<file path="src/rtl/custom_instruction_pkg.sv">
// Shared types and widths for the custom-instruction hub.
// Holds the default bus widths, the command bundle type and the index-width helper.
package custom_instruction_pkg;

  localparam int CI_FUNC_ID_W = 10;
  localparam int CI_DATA_W    = 32;

  typedef struct packed {
    logic [CI_FUNC_ID_W-1:0] function_id;
    logic [CI_DATA_W-1:0]    inputs_0;
    logic [CI_DATA_W-1:0]    inputs_1;
  } ci_cmd_t;

  // A single CPU still needs a one-bit index so the tag FIFO never collapses to zero width.
  function automatic int CPU_IDX_W(input int n);
    return (n > 1) ? $clog2(n) : 1;
  endfunction

endpackage

</file>
<file path="src/rtl/ci_tag_fifo.sv">
// In-order tag FIFO that remembers which CPU issued each in-flight command.
// First-word-fall-through: head is valid whenever empty is low.
module ci_tag_fifo #(
  parameter int WIDTH = 2,
  parameter int DEPTH = 4
) (
  input  logic                         clk,
  input  logic                         reset,
  input  logic                         push,
  input  logic [WIDTH-1:0]             push_data,
  input  logic                         pop,
  output logic [WIDTH-1:0]             head,
  output logic                         full,
  output logic                         empty,
  output logic [$clog2(DEPTH+1)-1:0]   count
);

  localparam int CNT_W = $clog2(DEPTH + 1);
  localparam int PTR_W = (DEPTH > 1) ? $clog2(DEPTH) : 1;

  logic [WIDTH-1:0] mem_r [DEPTH];
  logic [PTR_W-1:0] wr_ptr_r;
  logic [PTR_W-1:0] rd_ptr_r;
  logic [CNT_W-1:0] count_r;
  logic             do_push_s;
  logic             do_pop_s;

  function automatic logic [PTR_W-1:0] ptr_next(input logic [PTR_W-1:0] p);
    if (p == PTR_W'(DEPTH - 1)) begin
      return {PTR_W{1'b0}};
    end else begin
      return p + PTR_W'(1);
    end
  endfunction

  assign full      = (count_r == CNT_W'(DEPTH));
  assign empty     = (count_r == {CNT_W{1'b0}});
  assign count     = count_r;
  assign head      = mem_r[rd_ptr_r];
  assign do_push_s = push && !full;
  assign do_pop_s  = pop && !empty;

  // Tag storage; contents are meaningless while empty so no reset is needed.
  always_ff @(posedge clk) begin
    if (do_push_s) begin
      mem_r[wr_ptr_r] <= push_data;
    end
  end

  // Pointers and occupancy.
  always_ff @(posedge clk) begin
    if (reset) begin
      wr_ptr_r <= {PTR_W{1'b0}};
      rd_ptr_r <= {PTR_W{1'b0}};
      count_r  <= {CNT_W{1'b0}};
    end else begin
      if (do_push_s) begin
        wr_ptr_r <= ptr_next(wr_ptr_r);
      end
      if (do_pop_s) begin
        rd_ptr_r <= ptr_next(rd_ptr_r);
      end
      case ({do_push_s, do_pop_s})
        2'b10:   count_r <= count_r + CNT_W'(1);
        2'b01:   count_r <= count_r - CNT_W'(1);
        default: count_r <= count_r;
      endcase
    end
  end

endmodule

</file>
<file path="src/rtl/custom_instruction_hub.sv">
// Shares one custom-instruction accelerator among CPU_COUNT CPU ports.
// Round-robin command arbitration with grant lock; responses routed in order via a tag FIFO.
module custom_instruction_hub
  import custom_instruction_pkg::*;
#(
  parameter int CPU_COUNT       = 4,
  parameter int FUNC_ID_W       = CI_FUNC_ID_W,
  parameter int DATA_W          = CI_DATA_W,
  parameter int MAX_OUTSTANDING = 4
) (
  input  logic                                   clk,
  input  logic                                   reset,
  input  logic [CPU_COUNT-1:0]                   cpu_cmd_valid,
  output logic [CPU_COUNT-1:0]                   cpu_cmd_ready,
  input  logic [CPU_COUNT*FUNC_ID_W-1:0]         cpu_cmd_function_id,
  input  logic [CPU_COUNT*DATA_W-1:0]            cpu_cmd_inputs_0,
  input  logic [CPU_COUNT*DATA_W-1:0]            cpu_cmd_inputs_1,
  output logic [CPU_COUNT-1:0]                   cpu_rsp_valid,
  input  logic [CPU_COUNT-1:0]                   cpu_rsp_ready,
  output logic [DATA_W-1:0]                      cpu_rsp_outputs_0,
  output logic                                   acc_cmd_valid,
  input  logic                                   acc_cmd_ready,
  output logic [FUNC_ID_W-1:0]                   acc_cmd_function_id,
  output logic [DATA_W-1:0]                      acc_cmd_inputs_0,
  output logic [DATA_W-1:0]                      acc_cmd_inputs_1,
  input  logic                                   acc_rsp_valid,
  output logic                                   acc_rsp_ready,
  input  logic [DATA_W-1:0]                      acc_rsp_outputs_0,
  output logic [$clog2(MAX_OUTSTANDING+1)-1:0]   outstanding,
  output logic                                   err_orphan_rsp
);

  localparam int              IDX_W    = CPU_IDX_W(CPU_COUNT);
  localparam logic [IDX_W-1:0] LAST_IDX = IDX_W'(CPU_COUNT - 1);

  logic [IDX_W-1:0] rr_ptr_r;
  logic [IDX_W-1:0] lock_idx_r;
  logic             lock_r;
  logic             err_orphan_r;
  logic [IDX_W-1:0] cand_s;
  logic [IDX_W-1:0] rr_pick_s;
  logic             rr_found_s;
  logic [IDX_W-1:0] grant_s;
  logic             req_s;
  logic [IDX_W-1:0] head_s;
  logic             fifo_full_s;
  logic             fifo_empty_s;
  logic             cmd_fire_s;
  logic             rsp_fire_s;

  // First requester at or after the round-robin pointer.
  always_comb begin
    cand_s     = {IDX_W{1'b0}};
    rr_pick_s  = rr_ptr_r;
    rr_found_s = 1'b0;
    for (int i = 0; i < CPU_COUNT; i++) begin
      cand_s = IDX_W'((int'(rr_ptr_r) + i) % CPU_COUNT);
      if (!rr_found_s && cpu_cmd_valid[cand_s]) begin
        rr_found_s = 1'b1;
        rr_pick_s  = cand_s;
      end else begin
        rr_pick_s  = rr_pick_s;
      end
    end
  end

  // A stalled grant is held so the accelerator sees a stable command.
  assign grant_s    = lock_r ? lock_idx_r : rr_pick_s;
  assign req_s      = lock_r ? cpu_cmd_valid[lock_idx_r] : rr_found_s;
  assign acc_cmd_valid = !reset && !fifo_full_s && req_s;
  assign cmd_fire_s = acc_cmd_valid && acc_cmd_ready;

  assign acc_cmd_function_id = cpu_cmd_function_id[grant_s*FUNC_ID_W +: FUNC_ID_W];
  assign acc_cmd_inputs_0    = cpu_cmd_inputs_0[grant_s*DATA_W +: DATA_W];
  assign acc_cmd_inputs_1    = cpu_cmd_inputs_1[grant_s*DATA_W +: DATA_W];

  // Only the granted CPU sees ready, and only when its command is actually taken.
  always_comb begin
    cpu_cmd_ready = {CPU_COUNT{1'b0}};
    if (cmd_fire_s) begin
      cpu_cmd_ready[grant_s] = 1'b1;
    end else begin
      cpu_cmd_ready = {CPU_COUNT{1'b0}};
    end
  end

  // Route the accelerator result to the CPU at the head of the tag FIFO.
  always_comb begin
    cpu_rsp_valid = {CPU_COUNT{1'b0}};
    acc_rsp_ready = 1'b0;
    if (!reset && !fifo_empty_s) begin
      cpu_rsp_valid[head_s] = acc_rsp_valid;
      acc_rsp_ready         = cpu_rsp_ready[head_s];
    end else begin
      acc_rsp_ready = 1'b0;
    end
  end

  assign rsp_fire_s        = acc_rsp_valid && acc_rsp_ready;
  assign cpu_rsp_outputs_0 = acc_rsp_outputs_0;
  assign err_orphan_rsp    = err_orphan_r;

  ci_tag_fifo #(
    .WIDTH (IDX_W),
    .DEPTH (MAX_OUTSTANDING)
  ) u_tag_fifo (
    .clk       (clk),
    .reset     (reset),
    .push      (cmd_fire_s),
    .push_data (grant_s),
    .pop       (rsp_fire_s),
    .head      (head_s),
    .full      (fifo_full_s),
    .empty     (fifo_empty_s),
    .count     (outstanding)
  );

  // Round-robin pointer, grant lock and sticky orphan-response flag.
  always_ff @(posedge clk) begin
    if (reset) begin
      rr_ptr_r     <= {IDX_W{1'b0}};
      lock_r       <= 1'b0;
      lock_idx_r   <= {IDX_W{1'b0}};
      err_orphan_r <= 1'b0;
    end else begin
      if (cmd_fire_s) begin
        rr_ptr_r <= (grant_s == LAST_IDX) ? {IDX_W{1'b0}} : grant_s + IDX_W'(1);
        lock_r   <= 1'b0;
      end else if (acc_cmd_valid) begin
        lock_r     <= 1'b1;
        lock_idx_r <= grant_s;
      end else begin
        lock_r <= 1'b0;
      end
      if (fifo_empty_s && acc_rsp_valid) begin
        err_orphan_r <= 1'b1;
      end
    end
  end

endmodule

</file>
<file path="config.mk">
export PLATFORM = sky130hd
export DESIGN_NAME = custom_instruction_hub
export DESIGN_NICKNAME = d
export VERILOG_FILES = /design/src/rtl/custom_instruction_pkg.sv /design/src/rtl/ci_tag_fifo.sv /design/src/rtl/custom_instruction_hub.sv
export SDC_FILE = /design/constraint.sdc
export NUM_CORES = 1
export LEC_CHECK = 0
export BUFFER_PORTS_ARGS = -buffer_cell sky130_fd_sc_hd__buf_2
export CORE_AREA = 8 8 170 172
export CTS_CLUSTER_DIAMETER = 60
export DETAILED_ROUTE_END_ITERATION = 8
export DIE_AREA = 0 0 178 180
export GPL_TIMING_DRIVEN = 1
export PLACE_DENSITY_LB_ADDON = 0.08
export REMOVE_ABC_BUFFERS = 1
export SYNTH_ARGS = -nofsm -noshare
export SYNTH_HDL_FRONTEND = slang
export SYNTH_SLANG_ARGS = --single-unit
</file>
<file path="constraint.sdc">
create_clock -name clk -period 4.2 [get_ports clk]
set_clock_uncertainty 0.1 [all_clocks]
set_input_delay 0.84 -clock clk [delete_from_list [all_inputs] [get_ports clk]]
set_output_delay 0.84 -clock clk [all_outputs]
set_load 0.05 [all_outputs]
</file>
Word level (Yosys, flattened, before mapping)
Memories as Yosys holds them, arrays and structs flattened. A register that Yosys moved wholly into a read port is not among the register bits.
Index checks and enable logic that the tools add are counted.
{"block": "classes", "n_reduce_logical": 23, "n_mux": 37, "bitwise_logic": 2, "n_addsub": 8, "order_cmp": 9, "mul": 1, "shift": 3, "n_eq_ne": 6}
{"operator": "indexed part select 128 x 8 -> 32 bit", "count": 2}
{"operator": "indexed part select 40 x 7 -> 10 bit", "count": 1}
{"operator": "< comparator 2 x 3 -> 1 bit (second input constant)", "count": 7}
{"operator": "2-to-1 mux 2 bit", "count": 9}
{"operator": "2-to-1 mux 1 bit", "count": 17}
{"operator": "logical AND 1 bit", "count": 13}
{"operator": "binary-select mux 1 bit (select 2 bit)", "count": 6}
{"operator": "adder 2 x 1 -> 2 bit (second input constant)", "count": 4}
{"operator": "equality test 2 bit (second input constant)", "count": 4}
{"operator": "2-to-1 mux 4 bit", "count": 2}
{"operator": "zero test 1 bit", "count": 6}
{"operator": "case mux 3 bit (2 select lines)", "count": 1}
{"operator": "multiplier 2 x 3 -> 5 bit (second input constant)", "count": 1}
{"operator": "adder 2 bit (second input constant)", "count": 2}
{"operator": "AND 4 bit", "count": 1}
{"operator": "demux 1 bit (select 2 bit)", "count": 2}
{"operator": ">= comparator 2 x 1 -> 1 bit (second input constant)", "count": 2}
{"operator": "adder 3 x 1 -> 3 bit (second input constant)", "count": 1}
{"operator": "equality test 3 bit (second input constant)", "count": 1}
{"operator": "zero test 3 bit", "count": 1}
{"operator": "subtractor 3 x 1 -> 3 bit (second input constant)", "count": 1}
{"operator": "equality test 2 x 1 -> 1 bit (second input constant)", "count": 1}
{"operator": "AND reduction 2 bit", "count": 1}
{"operator": "nonzero test 2 bit", "count": 1}
{"operator": "other kinds (2)", "count": 2}
{"block": "totals", "out_inout_bits": 120, "input_bits": 340, "register_bits": 13, "memories": 1, "ramBits": 8}
{"name": "u_tag_fifo.mem_r", "words": 4, "word_bits": 2, "read_ports": 1, "rd_ports_with_merged_regs": 1, "write_ports": 1, "line_no": "ci_tag_fifo.sv:21", "rtl": "logic [WIDTH-1:0] mem_r [DEPTH];"}

Depth between registers and ports, before layout
Gate-level depths: netlist (run 1).
{"block": "depth", "word_depth": 18, "depth_mapped": 12, "ltp_nobuf": 11}

Cells and area by module
Synthesis (run 1) repeated with hierarchy kept, for this count alone.
{"block": "hier_totals", "cells_unflattened": 416, "hier_area_um2": 4033.9}
{"module": "custom_instruction_hub", "area_per_inst_um2": 3239.4, "seq_area_each_um2": 120.1, "n_inst": 1, "cells_per_inst": 354}
{"module": "ci_tag_fifo", "area_per_inst_um2": 794.5, "seq_area_each_um2": 420.4, "n_inst": 1, "cells_per_inst": 62}

Worst setup path after synthesis (run 1)
No wires, ideal clock.
{"block": "synth_path", "path_type": "flip-flop to output port", "start": "reg (tool-made name)", "end": "out acc_rsp_ready", "arrival_ns": 3.675, "path_stages_with_launch": 5, "setup_slack_ns": -0.415, "path_buffers": 0, "path_cell_list": "dfxtp_1 mux4_2 mux2i_1 nor2b_1 a2111oi_0"}
{"item": "end: declaration", "line_no": "custom_instruction_hub.sv:27", "rtl": "output logic acc_rsp_ready,"}

Worst setup path in the final report (run 1)
{"block": "layout_path", "start": "in cpu_cmd_valid[0]", "end": "out acc_cmd_inputs_0[12]"}
{"block": "layout_between", "elab_chain_cells": 14}
{"item": "start: declaration", "line_no": "custom_instruction_hub.sv:13", "rtl": "input logic [CPU_COUNT-1:0] cpu_cmd_valid,"}
{"item": "binary-select mux 1 bit (select 2 bit)", "line_no": "custom_instruction_hub.sv:58", "rtl": "if (!rr_found_s && cpu_cmd_valid[cand_s]) begin"}
{"item": "2-to-1 mux 1 bit (not written as such)", "line_no": "custom_instruction_hub.sv:58"}
{"item": "2-to-1 mux 1 bit", "line_no": "custom_instruction_hub.sv:58"}
{"item": "zero test 1 bit", "line_no": "custom_instruction_hub.sv:58"}
{"item": "logical AND 1 bit", "line_no": "custom_instruction_hub.sv:58"}
{"item": "2-to-1 mux 1 bit", "line_no": "custom_instruction_hub.sv:58"}
{"item": "zero test 1 bit", "line_no": "custom_instruction_hub.sv:58"}
{"item": "logical AND 1 bit", "line_no": "custom_instruction_hub.sv:58"}
{"item": "2-to-1 mux 1 bit", "line_no": "custom_instruction_hub.sv:58"}
{"item": "zero test 1 bit", "line_no": "custom_instruction_hub.sv:58"}
{"item": "logical AND 1 bit", "line_no": "custom_instruction_hub.sv:58"}
{"item": "2-to-1 mux 2 bit (*)", "line_no": "custom_instruction_hub.sv:58"}
{"item": "2-to-1 mux 2 bit (*)", "line_no": "custom_instruction_hub.sv:68", "rtl": "assign grant_s = lock_r ? lock_idx_r : rr_pick_s;"}
{"item": "indexed part select 128 x 8 -> 32 bit (*)", "line_no": "custom_instruction_hub.sv:74", "rtl": "assign acc_cmd_inputs_0 = cpu_cmd_inputs_0[grant_s*DATA_W +: DATA_W];"}
{"item": "end: declaration", "line_no": "custom_instruction_hub.sv:24", "rtl": "output logic [DATA_W-1:0] acc_cmd_inputs_0,"}
Every way passes the cells marked *; elsewhere a longest branch is shown, timed or not. The select of a mux whose other input is x is not followed.

==> results of run 1 <==
cell usage after synthesis (all sizes together):
cell       n  area [µm²]
o21a       2        15.0
nor3       2        10.0
fa         1        20.0
or4bb      1        11.3
ha        10         125
nor4       1        6.26
edfxtp     8         240
a2111oi    1        8.76
nor2     165         619
nor4b      1        8.76
clkbuf   132         495
nor3b      1        7.51
o31ai    226        1700
and3b      1        8.76
nand2b     4        25.0
mux2i     78         781
or3        1        6.26
a22oi     74         556
buf       59         370
dfxtp     15         300
a21o      75         563
mux4       4        90.1
a211oi     3        27.5
nor2b      4        25.0
inv       11        41.3
mux2       1        11.3
xor2       2        17.5
nand4     74         463
and3      10        62.6
o31a       1        8.76
o21ai      6        30.0
or4b       1        13.8
a41oi      1        16.3
a31oi     75         469
and2       3        18.8
nand3      3        15.0
o22ai      1        12.5
or4        2        15.0
a21oi      8        40.0
per-layer routing:
layer / wire (µm) / up-vias / share of wire, %
met2: 19600 / 550 / 46
met3: 4560 / 75 / 11
met5: 225 / - / 0.53
li1: - / 4666 / -
met4: 720 / 20 / 1.7
met1: 17300 / 4891 / 41
timing repair:
| action | CTS | global route |
|---|---|---|
| hold buffers | 0 | 0 |
| resized for setup | 0 | 1 |
| setup endpoints to repair | 0 | 1 |
logic make-up after synthesis:
logic type | count (synthesis) | synth area share [%]
AO/OA/AOI/OAI | 473 | 47.5
adder cells (fa/ha/maj) | 11 | 2.00
XOR/XNOR | 2 | 0.242
buffers and inverters | 202 | 12.5
AND/OR/NAND/NOR | 274 | 18.2
flip-flops | 23 | 7.45
multiplexers | 83 | 12.2
worst max-delay path: stages:
cell,delay (ps)
buf_2,170
nor3b_1,340
a211oi_4,100
buf_4,340
o31ai_1,350
mux2i_1,170
a31oi_1,280
buf_2,330
report_power, final:
group          internal (µW)  switching (µW)
Clock                    130            78.9
Combinational            712            1580
Sequential               248            22.3
Total                   1090            1680
final cells by class:
type | instances | area (µm²)
diodes | 17 | 42.5
clock buffers | 4 | 78.8
fillers | 2890 | 16900
inverters | 11 | 41.3
multi-input cells | 843 | 5890
flip-flops and latches | 23 | 546
well taps | 341 | 427
repair buffers | 426 | 2410
state kept, by name (all words and copies together), names as in the netlist, named ones only:
name                 flops
err_orphan_rsp           1
lock_idx_r               2
lock_r                   1
rr_ptr_r                 2
u_tag_fifo.count         3
u_tag_fifo.mem_r         8
u_tag_fifo.rd_ptr_r      2
u_tag_fifo.wr_ptr_r      2
metrics by stage:
| stage | hold slack [ps] | util, % | std cells | setup TNS (ps) | setup slack, ps |
|---|---|---|---|---|---|
| 3_3_place_gp | 347 | 35.3 | 1644 | 0 | 286 |
| 3_5_place_dp | 352 | 35.3 | 1644 | 0 | 298 |
| 5_1_grt | 386 | 35.8 | 1664 | 0 | 135 |
| 4_1_cts | 369 | 35.6 | 1648 | 0 | 255 |
| 2_1_floorplan | 392 | - | 877 | -490040 | -5470 |
| 6_report | 363 | 35.8 | 1665 | 0 | 276 |
path summary, 6_finish.rpt:
| check | start | end | slack (ps) | cells past startpoint |
|---|---|---|---|---|
| max | cpu_cmd_valid[0] | acc_cmd_inputs_0[12] | 280 | 8 |
| min | err_orphan_rsp$_SDFFE_PP0P_ | err_orphan_rsp$_SDFFE_PP0P_ | 360 | 2 |
| min reg2reg | err_orphan_rsp$_SDFFE_PP0P_ | err_orphan_rsp$_SDFFE_PP0P_ | 360 | 2 |
| max reg2reg | flip-flop | u_tag_fifo.count[2]$_SDFFE_PP0P_ | 960 | 9 |
==> results_dict.tcl, run 1 <==
set metrics [dict create \
    clock-root-buffer "clkbuf_16" \
    nNetsFinal 1659 \
    required_ps 3260 \
    hold_viol 0 \
    ys_ff_latch 23 \
    drtIter0Drc 988 \
    ios 460 \
    grt_pass1_vias 10000 \
    row_count 60 \
    die_width_um 178 \
    grt_max_degree 155 \
    relSlewSlack_pct 43.9 \
    period_share_pct 93.4 \
    clock.fmax_mhz 255 \
    use_met1_pct 31.1 \
    die_area_um2 32000 \
    setup.worst_path.end_class "primary output" \
    core_area_um2 26400 \
    die_h_um 180 \
    outcome "complete, no violations" \
    met3_usage_pct 8.30 \
    synthDistinctLibCells 44 \
    antenna_found_initial 26 \
    final_cell_mix "395 x buf_2, 226 x o31ai_1, 164 x nor2_1" \
    wirelength_um 42400 \
    synth_area_um2 7250 \
    synthesis.instances 1068 \
    vias 10200 \
    dpl_cell_area_um2 9310 \
    cp-start-kind "input port" \
    track_usage_pct 24.6 \
    slew_viol_final 0 \
    final_area_um2 9430 \
    firstDrtPassIters 5 \
    drv_cap 0 \
    drive_gt1_share_pct 34.5 \
    met2_usage_pct 39.0 \
    place_congestion 0.814 \
    ant_nets 0 \
    ir_drop_uv 174 \
    dp_hpwl_um 29300 \
    start_util_pct 27.5 \
    max-clock-path-buffers 2 \
    p_leak_uw 0.00436 \
    cts_setup_buffers 0 \
    final_common_cell "buf_2" \
    fin_crit_ps 3920 \
    tritoncts "done" \
    wl_per_cell_um 25.5 \
    htreeDepth 1 \
    area_growth_pct 30.1 \
    avgViaCountPerCell 6.13 \
    rsz0062_at_grt "no" \
    tightest_slew_ps 842 \
    crit_fanout 61 \
    grt_pass1_wl_um 62700 \
    cp.arrival_ps 2980 \
    drc 0 \
    clk_latency_ps 260 \
    busiest_layer "met2" \
    clk_pin_slew_worst_paths_ps 60 \
    cts_buffers 3 \
    cts.sinks 23 \
    synth.avg_cell_area_um2 6.79 \
    power.density_nw_per_um2 294 \
    portBuffers 395 \
    min_path_type "reg2reg" \
    crit_type "in2out" \
    fin_total_pwr_uw 2770 \
    ys_seq_area_share_pct 7.45 \
    ys_warn_count 0 \
    setup_viol 0 \
    grt_overflow 0 \
]
No activity file was read; power rests on OpenSTA's default activity.
==> run 2: changes to the inputs <==
--- a/config.mk
+++ b/config.mk
@@ -6,10 +6,12 @@
 export NUM_CORES = 1
 export LEC_CHECK = 0
 export BUFFER_PORTS_ARGS = -buffer_cell sky130_fd_sc_hd__buf_2
-export CORE_AREA = 8 8 170 172
+export CELL_PAD_IN_SITES_DETAIL_PLACEMENT = 1
+export CELL_PAD_IN_SITES_GLOBAL_PLACEMENT = 1
+export CORE_AREA = 8 8 172 174
 export CTS_CLUSTER_DIAMETER = 60
 export DETAILED_ROUTE_END_ITERATION = 8
-export DIE_AREA = 0 0 178 180
+export DIE_AREA = 0 0 180 182
 export GPL_TIMING_DRIVEN = 1
 export PLACE_DENSITY_LB_ADDON = 0.08
 export REMOVE_ABC_BUFFERS = 1
==> run 2 against run 1 <==
Wire length up 6.8%. Non-clock buffer count up 7. Global-route usage up 1.2 points. Cell area up 0.60%. Sequential share of layout area about the same. Largest cell class unchanged. Utilization down 0.19 points. Critical path type unchanged. Die area up 2.2%.
==> results_dict.tcl, run 2 (synthesis gave the netlist of run 1 again) <==
set metrics [dict create \
    nNetsFinal 1666 \
    place_congestion 0.808 \
    max-clock-path-buffers 2 \
    tightest_slew_ps 875 \
    cts_setup_buffers 0 \
    clock.fmax_mhz 260 \
    antenna_found_initial 32 \
    vias 10200 \
    slowest_delay_ps 340 \
    wl_per_cell_um 27.0 \
    place_ws_ps 343 \
    layout_setup_ws_ps 354 \
    r2r_cells 12 \
    cp_top_family "compound AO/OA/AOI/OAI gates" \
    core_area_um2 26700 \
    crit_type "in2out" \
    crit_path_start "cpu_cmd_valid[0]" \
    cp.depth 8 \
    ios 460 \
    grt_overflow 0 \
    largest-register "u_tag_fifo.mem_r" \
    path_buf_inv 3 \
    grt_max_degree 159 \
    required_ps 3260 \
    cts-hold-fix-buffers 0 \
    avgViaCountPerCell 6.06 \
    wirelength_um 45300 \
    clock-root-buffer "clkbuf_16" \
    final_area_um2 9490 \
    endpoint "acc_cmd_inputs_0[12]" \
    firstDrtPassIters 9 \
    die_h_um 182 \
    power.density_nw_per_um2 296 \
    die_width_um 180 \
    hold_viol 0 \
    clk_pin_slew_worst_paths_ps 60 \
    clk_latency_ps 270 \
    start_util_pct 27.2 \
    ant_nets 0 \
    drtIter0Drc 657 \
    fin_crit_ps 3850 \
    track_usage_pct 25.7 \
    dpl_cell_area_um2 9360 \
    largest_reg_flops 8 \
    cts_buffers 3 \
    die_area_um2 32800 \
    dp_hpwl_um 32500 \
    drv_cap 0 \
    cp-start-kind "input port" \
    slew_viol_final 0 \
    period_share_pct 91.6 \
    setup_viol 0 \
    tritoncts "done" \
    drc 0 \
    final_common_cell "buf_2" \
    slowest_stage "buf_2" \
    min_path_type "reg2reg" \
    worst_path_most_repeated_cell "buf_2" \
    setup.worst_path.end_class "primary output" \
    area_growth_pct 30.9 \
    p_leak_uw 0.00440 \
    grt_pass1_wl_um 66800 \
    grt_pass1_vias 10500 \
    regToRegStartpoint "rr_ptr_r[1]$_SDFFE_PP0P_" \
    finalCoreUtilization_pct 35.6 \
    crit_fanout 33 \
    cts.sinks 23 \
    ff2ff_setup_slack_ps 850 \
    outcome "complete, no violations" \
    cts_resized 0 \
    crit_chain "buf_2 > nand2b_1 > a21o_2 > a41oi_4 > buf_12 > mux2i_1 > a31oi_1 > buf_2" \
    ir_drop_uv 146 \
    cp.arrival_ps 2910 \
    drive_gt1_share_pct 34.9 \
    relSlewSlack_pct 41.7 \
    rsz0062_at_grt "no" \
    htreeDepth 1 \
    portBuffers 395 \
    final_cell_mix "395 x buf_2, 226 x o31ai_1, 164 x nor2_1" \
    r2r-end "u_tag_fifo.count[2]$_SDFFE_PP0P_" \
    row_count 60 \
]
[run 2: cell count changes in the layout (fill, tap and decap cells not counted)]
cell,delta
diode_2,+4
clkinv_2,+1
clkbuf_1,-1
dfxtp_1,+1
o21a_2,+1
o21a_4,-1
dfxtp_2,-1
buf_4,+7
[run 2: power by group]
| group | total [µW] | leakage [µW] | switching [µW] | internal [µW] |
|---|---|---|---|---|
| sequential | 265 | 0.000197 | 16.9 | 248 |
| clock | 217 | 0.0000410 | 88.8 | 129 |
| combinational | 2330 | 0.00416 | 1610 | 716 |
| total | 2810 | 0.00440 | 1720 | 1090 |
[run 2: worst reg2reg max path, cell delays in order (launching register included)]
cell and delay (ps):
dfxtp_1 550, buf_4 240, mux4_2 510, nor2_1 140, o31a_1 250, nor2_1 110, inv_1 140, ha_1 200
inv_1 60, fa_1 370, xor2_1 160, or3_1 300, a21oi_1 140
[run 2: per-layer routing]
layer | wire length, µm | vias up | GRT usage [%]
li1 | - | 4680 | -
met3 | 4020 | 74 | 9.40
met4 | 1010 | 26 | 7.50
met5 | 271 | - | 2.92
met2 | 20600 | 397 | 40.8
met1 | 19400 | 4984 | 32.0
[run 2: final cells by class]
cell class	instances	area, µm²
Fill cell	3450	17200
Timing Repair Buffer	433	2460
Antenna cell	21	52.6
Tap cell	341	427
Sequential cell	23	544
Clock inverter	1	5.00
Multi-Input combinational cell	843	5880
Clock buffer	3	75.1
Inverter	11	41.3
[run 2: worst min path at each step]
stage,start,end,depth (start not counted)
detailed placement,err_orphan_rsp$_SDFFE_PP0P_,err_orphan_rsp$_SDFFE_PP0P_,2
finish,err_orphan_rsp$_SDFFE_PP0P_,err_orphan_rsp$_SDFFE_PP0P_,2
CTS,err_orphan_rsp$_SDFFE_PP0P_,err_orphan_rsp$_SDFFE_PP0P_,2
global placement,err_orphan_rsp$_SDFFE_PP0P_,err_orphan_rsp$_SDFFE_PP0P_,2
floorplan,u_tag_fifo.rd_ptr_r[1]$_SDFFE_PP0P_,flip-flop,2
global route,err_orphan_rsp$_SDFFE_PP0P_,err_orphan_rsp$_SDFFE_PP0P_,2
[run 2: stage by stage]
stage / hold slack (ps) / setup TNS, ps / cells / total power (µW)
floorplan: 392 / -490040 / 877 / 1860
detailed placement: 368 / 0 / 1651 / 2600
finish: 372 / 0 / 1676 / 2810
global placement: 354 / 0 / 1651 / 2590
global route: 421 / 0 / 1671 / 2970
CTS: 383 / 0 / 1655 / 2820
